`src/rtl/ws2812_rx_decoder.sv`:
```
// WS2812 receiver: decodes the first GRB word of each frame by high-pulse width
// and forwards the remaining bits of the frame on dout, like a cascaded pixel.
module ws2812_rx_decoder #(
  parameter int THRESH_CYC   = 30,
  parameter int MIN_HIGH_CYC = 5,
  parameter int MAX_HIGH_CYC = 60,
  parameter int RESET_CYC    = 2500
) (
  input  logic        clk,
  input  logic        rst,
  input  logic        din,
  output logic [23:0] data,
  output logic        data_valid,
  output logic        frame_end,
  output logic        error,
  output logic        dout
);

  localparam int CNT_TOP = (RESET_CYC > MAX_HIGH_CYC + 1) ? RESET_CYC : MAX_HIGH_CYC + 1;
  localparam int CW      = $clog2(CNT_TOP + 1);
  localparam logic [CW-1:0] HI_ERR = CW'(MAX_HIGH_CYC + 1);
  localparam logic [CW-1:0] LO_END = CW'(RESET_CYC);
  localparam logic [CW-1:0] THR    = CW'(THRESH_CYC);
  localparam logic [CW-1:0] MINH   = CW'(MIN_HIGH_CYC);
  localparam logic [CW-1:0] HI_SAT = '1;

  typedef enum logic [1:0] {CAPTURE, PASS, ERR_WAIT} state_t;

  state_t        state, state_nxt;
  logic          s1, s, s_d;
  logic          rise, fall;
  logic [CW-1:0] hi_cnt, lo_cnt;
  logic          lo_done, seen;
  logic [23:0]   sr;
  logic [4:0]    bitcnt;
  logic          word_done;
  logic          good_fall, bit_val, hi_to, lo_hit;
  logic          frame_end_nxt, error_nxt, dout_nxt;

  assign rise      = s & ~s_d;
  assign fall      = ~s & s_d;
  assign good_fall = fall && (hi_cnt >= MINH);
  assign bit_val   = hi_cnt >= THR;
  // s_d qualifies the compare so a stale count from the previous pulse is never seen on a rise
  assign hi_to     = s_d && (hi_cnt == HI_ERR);
  assign lo_hit    = (lo_cnt == LO_END) && !lo_done;

  always_ff @(posedge clk) begin
    if (rst) state <= CAPTURE;
    else     state <= state_nxt;
  end

  always_comb begin
    state_nxt = state;
    if (lo_hit) begin
      state_nxt = CAPTURE;
    end else if (state == CAPTURE) begin
      if (hi_to)                                 state_nxt = ERR_WAIT;
      else if (good_fall && bitcnt == 5'd23)     state_nxt = PASS;
    end
  end

  always_comb begin
    frame_end_nxt = lo_hit && seen;
    error_nxt     = (state == CAPTURE) && (hi_to || (lo_hit && bitcnt != 5'd0));
    dout_nxt      = (state == PASS) && !lo_hit && s_d;
  end

  always_ff @(posedge clk) begin
    if (rst) begin
      s1 <= 1'b0; s <= 1'b0; s_d <= 1'b0;
      hi_cnt <= '0; lo_cnt <= '0; lo_done <= 1'b0; seen <= 1'b0;
      sr <= '0; bitcnt <= '0; word_done <= 1'b0;
      data <= '0; data_valid <= 1'b0; frame_end <= 1'b0; error <= 1'b0; dout <= 1'b0;
    end else begin
      s1  <= din;
      s   <= s1;
      s_d <= s;

      // the rise cycle is itself the first high cycle, so the count at the fall equals the width
      if (rise)                       hi_cnt <= CW'(1);
      else if (s && hi_cnt != HI_SAT) hi_cnt <= hi_cnt + CW'(1);

      if (rise)                        lo_cnt <= '0;
      else if (!s && lo_cnt != LO_END) lo_cnt <= lo_cnt + CW'(1);

      if (rise)                  lo_done <= 1'b0;
      else if (lo_cnt == LO_END) lo_done <= 1'b1;

      if (lo_hit)         seen <= 1'b0;
      else if (good_fall) seen <= 1'b1;

      word_done <= 1'b0;
      if (lo_hit) begin
        sr     <= '0;
        bitcnt <= '0;
      end else if (state == CAPTURE) begin
        if (hi_to) begin
          sr     <= '0;
          bitcnt <= '0;
        end else if (good_fall) begin
          sr <= {sr[22:0], bit_val};
          if (bitcnt == 5'd23) begin
            bitcnt    <= '0;
            word_done <= 1'b1;
          end else begin
            bitcnt <= bitcnt + 5'd1;
          end
        end
      end

      data_valid <= word_done;
      if (word_done) data <= sr;
      frame_end <= frame_end_nxt;
      error     <= error_nxt;
      dout      <= dout_nxt;
    end
  end

endmodule

```
`config.mk`:
```
export PLATFORM = sky130hd
export DESIGN_NAME = ws2812_rx_decoder
export DESIGN_NICKNAME = d
export VERILOG_FILES = /design/src/rtl/ws2812_rx_decoder.sv
export SDC_FILE = /design/constraint.sdc
export NUM_CORES = 1
export LEC_CHECK = 0
export CAP_MARGIN = 20
export CORE_ASPECT_RATIO = 1.4
export CORE_MARGIN = 2
export CORE_UTILIZATION = 55
export DETAILED_ROUTE_END_ITERATION = 7
export GPL_ROUTABILITY_DRIVEN = 0
export PLACE_DENSITY_LB_ADDON = 0.2
export SLEW_MARGIN = 25
export SYNTH_ARGS = -nofsm -noshare
export SYNTH_HDL_FRONTEND = slang
export SYNTH_SLANG_ARGS = --single-unit
```
`constraint.sdc`:
```
create_clock -name clk -period 3.75 [get_ports clk]
set_input_delay 0.75 -clock clk [delete_from_list [all_inputs] [get_ports clk]]
set_output_delay 0.75 -clock clk [all_outputs]
set_load 0.05 [all_outputs]
```
Word-level counts from Yosys, hierarchy flattened
Cells that the tools add are included.

operators by class
  $lt $le $gt $ge = 2
  equality and inequality tests = 6
  add/sub/neg operators = 3
  reductions and logical operators = 25
  bitwise gates (word level) = 6
  multiplexer cells = 10

operators with widths
  cell                                                                    count
  24-bit two-way mux                                                      2
  12-bit by 1-bit adder with 12-bit output, second input constant         2
  12-bit != test, second input constant                                   2
  5-bit two-way mux                                                       3
  12-bit == test, second input constant                                   1
  12-bit by 6-bit == test with 1-bit output, second input constant        1
  12-bit by 3-bit >= comparator with 1-bit output, second input constant  1
  12-bit by 5-bit >= comparator with 1-bit output, second input constant  1
  1-bit logical AND                                                       11
  2-bit nonzero test                                                      3
  5-bit by 1-bit adder with 5-bit output, second input constant           1
  5-bit == test, second input constant                                    1
  5-bit nonzero test                                                      1
  5-bit OR reduction                                                      1
  2-bit two-way mux                                                       2
  1-bit inverter                                                          4
  2-bit AND reduction                                                     2
  2-bit OR reduction                                                      2
  1-bit zero test                                                         3
  1-bit two-way mux                                                       3
  1-bit bitwise AND                                                       2
  2-bit by 1-bit == test with 1-bit output, second input constant         1
  2-bit zero test                                                         1
  1-bit logical OR                                                        1

storage, ports and cells
  register bits after elaboration = 89
  output and inout bits = 28
  input port bits = 3

Longest topological paths before layout
Gate-level depths: netlist of the first run.

  depth in word-level cells = 6
  mapped depth = 9
  mapped depth without buffers = 7

Worst setup path before layout of the first run
OpenSTA, ideal clock, no wires.

  path type = reg2reg
  start point = reg hi_cnt[1]
  end point = reg bitcnt[4]
  stages on the path, launching flop included = 8
  arrival time = 1,808 ps
  data required time = 3,680 ps
  library setup time = 70 ps
  slack = 1,872 ps
  path buffers = 0
  period minus slack after synthesis = 1,878 ps
  cells stage by stage = dfxtp_1 inv_1 ha_1 and2_1 and4_4 or3b_1 or4_1 a21oi_1

between the ends
  word-level cells in the longest chain between the ends = 4
  elaborated cells on any way between the ends = 7
  classes of those cells = order compare (1); eq/ne (1); mux (1); reduce/logical (4)

RTL lines
  item                                                                                                                 line    RTL
  from (decl)                                                                                                          32      logic [CW-1:0] hi_cnt, lo_cnt;
  from (signal assigned)                                                                                               82      else if (s && hi_cnt != HI_SAT) hi_cnt <= hi_cnt + CW'(1);
  12-bit by 3-bit >= comparator with 1-bit output / 12-bit by 6-bit == test with 1-bit output (equally long branches)  42, 45
  1-bit logical AND, on equally long branches                                                                          42, 45
  2-bit nonzero test (no source line)                                                                                  -
  2-bit AND reduction (no source line)                                                                                 -
  to (signal assigned)                                                                                                 107     bitcnt <= bitcnt + 5'd1;
  to (decl)                                                                                                            35      logic [4:0] bitcnt;

Parallel ways exist; a longest one is shown, timed or not.
A chain may end at the register's enable or synchronous reset.

Final worst setup path of the first run
  start point = reg hi_cnt[1]
  end point = reg sr[0]

between the ends
  word-level cells in the longest chain between the ends = 4
  elaborated cells on any way between the ends = 9
  classes of those cells = order compare (2); eq/ne (1); mux (2); reduce/logical (4)

RTL lines
  item                                                                                                                 line    RTL
  12-bit by 3-bit >= comparator with 1-bit output / 12-bit by 6-bit == test with 1-bit output (equally long branches)  42, 45
  1-bit logical AND, on equally long branches                                                                          42, 45
  2-bit nonzero test (no source line)                                                                                  -
  2-bit AND reduction (no source line)                                                                                 -
  to (signal assigned)                                                                                                 102     sr <= {sr[22:0], bit_val};
  to (decl)                                                                                                            34      logic [23:0] sr;

Parallel ways exist; a longest one is shown, timed or not. The select of a mux whose other input is x is not followed.

==> results.ini, run 1 <==
[outcome]
status = finished clean

[sta]
fmax_mhz = 408
worstMarginPinSlew_ns = 0.930
setup_violations = 0
period_needed_ns = 2.45
rsz0062_at_grt = false
fin_crit_sh = 0.654
hold_slack_ns = 0.446
fin_tns_setup_ns = 0
hold_violations = 0
slew_headroom = 0.379
final.setup_skew_ns = 0.0101
slew_viol_final = 0

[pwr]
p_seq_frac = 0.594
p_per_area_mw_per_mm2 = 386
leakagePower_nw = 1.35
p_sw_frac = 0.229
power_frac_comb = 0.025
p_int_w = 0.00124
p_sw_w = 0.000368
p_clk_frac = 0.382
max-vdd-ir-drop_mv = 0.244

[setup_path]
startpoint_type = register
slowest_delay_ns = 0.79
critPathBufInv = 1
critical_path_class = reg -> reg
worstPathCellList = inv_1, ha_1, nor2b_1, o21ai_0, a21o_1, o311ai_0, a21oi_1
cp_slowest_cell = a21o_1
required_ns = 4.03
cp.arrival_ns = 2.73
cp_max_fo = 30
crit_family = compound AO/OA/AOI/OAI gates
end_kind = register

[place]
io_buffers = 30
place_hpwl_um = 4440
placed_cell_area_mm2 = 0.00397
place_inst = 496

[die]
die_w_um = 73.1
initial_utilization = 0.563
dieArea_mm2 = 0.00736
io_pins = 31
core_mm2 = 0.00653
placementRows = 35
die_h_um = 101

[logic_synthesis]
synth-edff-count = 0
synth.distinct_cells = 43
synth-warning-count = 0
ys_seq_elements = 89
synth_xor_area_frac = 0.0358
synth_area_mm2 = 0.00367
syn_avg_cell_area_um2 = 8.85
synth.area.mux_share = 0.0681
async_reset_ff_frac = 0
synthAdderAreaFrac = 0.0273
synth_flop_cell = dfxtp_1
yosys.area_share.simple = 0.247
synth_cells = 415
synth_top_area_frac = 0.485
synth_top_family_by_area = simple AND/OR/NAND/NOR gates
synth_top_area_cell = dfxtp_1
yosys-top-cells-area = dfxtp_1 49%, nand3_1 7.9%, mux2i_1 6.8%, nor2_1 6.1%, a21oi_1 5.0%
synth_compound_area_frac = 0.0865
seq_area_frac_synth = 0.485
synthesis.nets = 426

[clock_network]
cts.sinks = 89
ctsRootBufferMaster = clkbuf_8
cts_resized = 0
htreeDepth = 3
cts.hold.buffers_added = 0
path_clk_slew_ns = 0.08
cts_buffers = 9
ctsLongestPathBuffers = 2
post_cts_buffers = 0
cts_tree = yes
clkLatencyLatePin_ns = 0.36

[detailed_routing]
ant_nets = 0
drc = 0
dr.first_iter.drc_count = 281
wl_met3_um = 185
wire_per_inst_um = 13.3
top_layer = met4
vias = 2905
drt-met1-wl_um = 3120
drtPass1Iterations = 4
wl_um = 6800
wl_met2_um = 3370
vias_per_cell = 5.67

[final_layout]
mostFrequentLayoutCell = dfxtp_1
fin_util = 0.638
stdcell_area_mm2 = 0.00417
drive_above_1_share = 0.0662
final_cell_mix = 88 x dfxtp_1, 60 x nor2_1, 58 x nand3_1, 37 x a21oi_1, 30 x clkdlybuf4s50_1
stdcell_count = 512
syn_to_final_growth_pct = 13.4
nets = 444
num_antenna_cells = 0

[global_routing]
grt_pass1_vias = 2689
grt_usage = 0.201
antenna_found_initial = 0
grt_max_degree = 35
grt-ovfl-total = 0
grt_pass1_wl_um = 11800

[min_path]
worstHoldPathType = reg -> reg

[job]
maxCapViolCount = 0

[power groups by stage]
stage / clock network (W) / logic [W] / registers, W
final: 0.000614 / 0.0000400 / 0.000955
after global routing: 0.000672 / 0.0000465 / 0.000956
after CTS: 0.000630 / 0.0000412 / 0.000955
after detailed placement: 0 / 0.0000410 / 0.000977
after global placement: 0 / 0.0000395 / 0.000977
after floorplan: 0 / 0.0000325 / 0.000975
[worst reg2reg max path: cells and delay by family, from the launching register on]
kind	cells	cell delay, ns
compound gates	4	1.54
fa+ha+maj	1	0.19
buf+inv	1	0.12
flops	1	0.42
simple gates	1	0.12
[final cells by class]
| cell class | count | area [um^2] |
|---|---|---|
| inverter | 14 | 52.6 |
| fill | 578 | 2360 |
| timing repair buffer | 34 | 330 |
| multi-input combinational | 285 | 1720 |
| tap | 74 | 92.6 |
| sequential | 89 | 1780 |
| clock buffer | 11 | 151 |
| clock inverter | 5 | 40.0 |
[registers in the layout, indices dropped and copies added, names as in the netlist]
signal and cells:
hi_cnt 12, error 1, lo_done 1, frame_end 1, data 24, sr 24
s_d 1, dout 1, lo_cnt 12, word_done 1, bitcnt 5, s1 1
data_valid 1, s 1, seen 1, state 2
[logic make-up after synthesis]
| family | Yosys count |
|---|---|
| adder cells (fa/ha/maj) | 8 |
| flip-flops | 89 |
| AND/OR/NAND/NOR | 181 |
| XOR/XNOR | 15 |
| multiplexers | 25 |
| AO/OA/AOI/OAI | 56 |
| buffers and inverters | 41 |
[synth_stat cells, drive strengths merged (2+ instances only)]
master,n
nor3,4
and4,3
a21oi,37
a21o,2
nor4,6
nor2,60
o211ai,2
nand4,8
nand2,15
dfxtp,89
o21ai,6
buf,14
or4,2
or3,4
xor2,8
nor2b,6
xnor2,7
inv,14
ha,8
or2,3
a31oi,3
nand3,58
mux2i,25
nand4b,2
o311ai,3
nor3b,2
nor4bb,2
clkbuf,13
[path summary, 6_finish.rpt]
check	from	endpoint	slack (ns)	cells past startpoint
worst max-delay path	hi_cnt[1]$_SDFFE_PP0P_	sr[0]$_SDFFE_PP0P_	1.30	7
worst min register to register	s1$_SDFF_PP0_	s$_SDFF_PP0_	0.45	1
worst max register to register	hi_cnt[1]$_SDFFE_PP0P_	sr[0]$_SDFFE_PP0P_	1.30	7
worst min-delay path	s1$_SDFF_PP0_	s$_SDFF_PP0_	0.45	1
[metrics by stage]
step	power, W	setup slack, ns
after floorplan	0.00101	1.87
after global placement	0.00102	1.40
after detailed placement	0.00102	1.33
after CTS	0.00163	1.27
after global routing	0.00167	0.977
final	0.00161	1.30
[routing by layer]
layer | vias up | global-route usage
li1 | 1480 | -
met1 | 1370 | 0.239
met4 | 0 | 0.0983
met2 | 44 | 0.344
met3 | 11 | 0.0360
met5 | - | 0
Note: power is estimated with default switching activity, not from simulation.
==> run 2, diff against run 1 <==
Settings changed: CORE_UTILIZATION 55 to 51.
Clock period 3.75 ns to 2.16 ns, I/O delays scaled along.
==> results.ini, run 2 (synthesis gave the netlist of run 1 again) <==
[die]
initial_utilization = 0.526  ; was 0.563
die_w_um = 75.7  ; was 73.1 um
die_h_um = 104  ; was 101 um
placementRows = 36  ; was 35
io_pins = 31  ; unchanged
dieArea_mm2 = 0.00790  ; was 0.00736 mm^2
core_mm2 = 0.00698  ; was 0.00653 mm^2

[global_routing]
grt_pass1_wl_um = 11700  ; was 11800 um
grt-ovfl-total = 0  ; unchanged
grt_pass1_vias = 2737  ; was 2689
grt_max_degree = 35  ; unchanged
grt_usage = 0.187  ; was 0.201
antenna_found_initial = 0  ; unchanged

[clock_network]
cts_buffers = 9  ; unchanged
cts.hold.buffers_added = 0  ; unchanged
cts_resized = 0  ; unchanged
htreeDepth = 3  ; unchanged
cts_tree = yes  ; unchanged
path_clk_slew_ns = 0.10  ; was 0.08 ns
ctsLongestPathBuffers = 2  ; unchanged
cts.sinks = 89  ; unchanged
post_cts_buffers = 0  ; unchanged
ctsRootBufferMaster = clkbuf_8  ; unchanged
clkLatencyLatePin_ns = 0.36  ; about the same

[sta]
rsz0062_at_grt = false  ; unchanged
slew_viol_final = 0  ; unchanged
worstMarginPinSlew_ns = 0.501  ; was 0.930 ns
slew_headroom = 0.661  ; was 0.379
hold_violations = 0  ; unchanged
fin_crit_sh = 0.899
period_needed_ns = 1.94
fin_tns_setup_ns = 0  ; unchanged
final.setup_skew_ns = 0.0125  ; was 0.0101 ns
setup_violations = 0  ; unchanged
fmax_mhz = 515

[setup_path]
regToRegStartpoint = hi_cnt[1]$_SDFFE_PP0P_  ; unchanged
cp.arrival_ns = 1.51  ; was 2.73 ns
reg2reg_to = bitcnt[4]$_SDFFE_PP0P_  ; was sr[0]$_SDFFE_PP0P_
end_kind = primary output  ; was register
worstPathCellList = clkdlybuf4s50_1  ; was inv_1, ha_1, nor2b_1, o21ai_0, a21o_1, o311ai_0, a21oi_1
crit_start = data[20]$_SDFFE_PP0P_  ; was hi_cnt[1]$_SDFFE_PP0P_
crit_family = buffers and inverters  ; was compound AO/OA/AOI/OAI gates
critical_path_class = reg -> out  ; was reg -> reg
cp_num_cells = 1  ; was 7
critPathCapture = data[20]  ; was sr[0]$_SDFFE_PP0P_
r2r_cells = 7  ; unchanged
required_ns = 1.73  ; was 4.03 ns
slowest_delay_ns = 0.80  ; was 0.79 ns
startpoint_type = register  ; unchanged
critPathBufInv = 1  ; unchanged
cp_slowest_cell = clkdlybuf4s50_1  ; was a21o_1
reg2reg_slack_ns = 0.22  ; was 1.30 ns
cp_max_fo = 2  ; was 30

[final_layout]
stdcell_count = 540  ; was 512
syn_to_final_growth_pct = 16.5  ; was 13.4%
drive_above_1_share = 0.0809  ; was 0.0662
reg_top3 = data (24), sr (24)  ; unchanged
mostFrequentLayoutCell = dfxtp_1  ; unchanged
final_cell_mix = 88 x dfxtp_1, 60 x nor2_1, 58 x nand3_1, 37 x a21oi_1, 30 x clkdlybuf4s50_1  ; unchanged
num_antenna_cells = 0  ; unchanged
nets = 451  ; was 444

[detailed_routing]
ant_nets = 0  ; unchanged
vias = 2950  ; was 2905
drtPass1Iterations = 4  ; unchanged
drc = 0  ; unchanged
wire_per_inst_um = 12.8  ; was 13.3 um
dr.first_iter.drc_count = 210  ; was 281
wl_um = 6890  ; was 6800 um
vias_per_cell = 5.46  ; was 5.67

[place]
place_hpwl_um = 4630  ; was 4440 um
io_buffers = 30  ; unchanged
place_inst = 524  ; was 496

[min_path]
worstHoldPathType = reg -> reg  ; unchanged

[pwr]
max-vdd-ir-drop_mv = 0.395  ; was 0.244 mV
leakagePower_nw = 1.39  ; was 1.35 nW
p_per_area_mw_per_mm2 = 654  ; was 386 mW/mm^2
p_total_w = 0.00280  ; was 0.00161 W

[outcome]
status = finished clean  ; unchanged

[job]
maxCapViolCount = 0  ; unchanged

==> run 2: changes by cell type in the layout (fill, tap and decap cells not counted) <==
| cell | delta |
|---|---|
| buf_4 | +4 |
| buf_12 | +3 |
| inv_6 | +2 |
| clkbuf_8 | -1 |
| clkinv_4 | -1 |
| o21ai_0 | -1 |
| o21ai_1 | +1 |
==> run 2: metrics by stage <==
stage | hold slack (ns) | util | cell area (um^2) | setup WS (ns)
6_report | 0.437 | 0.613 | 4280 | 0.217
5_1_grt | 0.468 | 0.613 | 4280 | 0.0712
4_1_cts | 0.443 | 0.612 | 4280 | 0.134
3_5_place_dp | 0.436 | 0.586 | 4090 | 0.153
3_3_place_gp | 0.423 | 0.586 | 4090 | 0.233
2_1_floorplan | 0.414 | - | 3670 | 0.282
==> run 2: layout make-up <==
| type | count | area (um^2) |
|---|---|---|
| clock inverters | 6 | 48.8 |
| multi-input cells | 285 | 1720 |
| inverters | 14 | 52.6 |
| well taps | 95 | 119 |
| flip-flops and latches | 89 | 1780 |
| fillers | 657 | 2710 |
| clock buffers | 10 | 138 |
| repair buffers | 41 | 420 |
==> run 2: worst min-delay path by stage <==
stage / from / to / slack (ns) / cells past startpoint
detailed placement: s1$_SDFF_PP0_ / s$_SDFF_PP0_ / 0.44 / 1
global route: s1$_SDFF_PP0_ / s$_SDFF_PP0_ / 0.47 / 1
floorplan: s1$_SDFF_PP0_ / s$_SDFF_PP0_ / 0.41 / 1
CTS: s1$_SDFF_PP0_ / s$_SDFF_PP0_ / 0.44 / 1
finish: s1$_SDFF_PP0_ / s$_SDFF_PP0_ / 0.44 / 1
global placement: s1$_SDFF_PP0_ / s$_SDFF_PP0_ / 0.42 / 1
==> run 2: per-layer routing <==
layer / track usage / vias to the layer above / share of wire
met5: 0 / - / 0
met4: 0.0677 / 0 / 0.014
met3: 0.0533 / 7 / 0.028
met2: 0.320 / 43 / 0.52
met1: 0.215 / 1407 / 0.44
li1: - / 1493 / -
==> run 2: power by group <==
part	internal (W)	switching (W)	leakage, nW
logic	0.0000305	0.0000505	0.589
clock network	0.000459	0.000601	0.0855
registers	0.00165	0.00000896	0.718
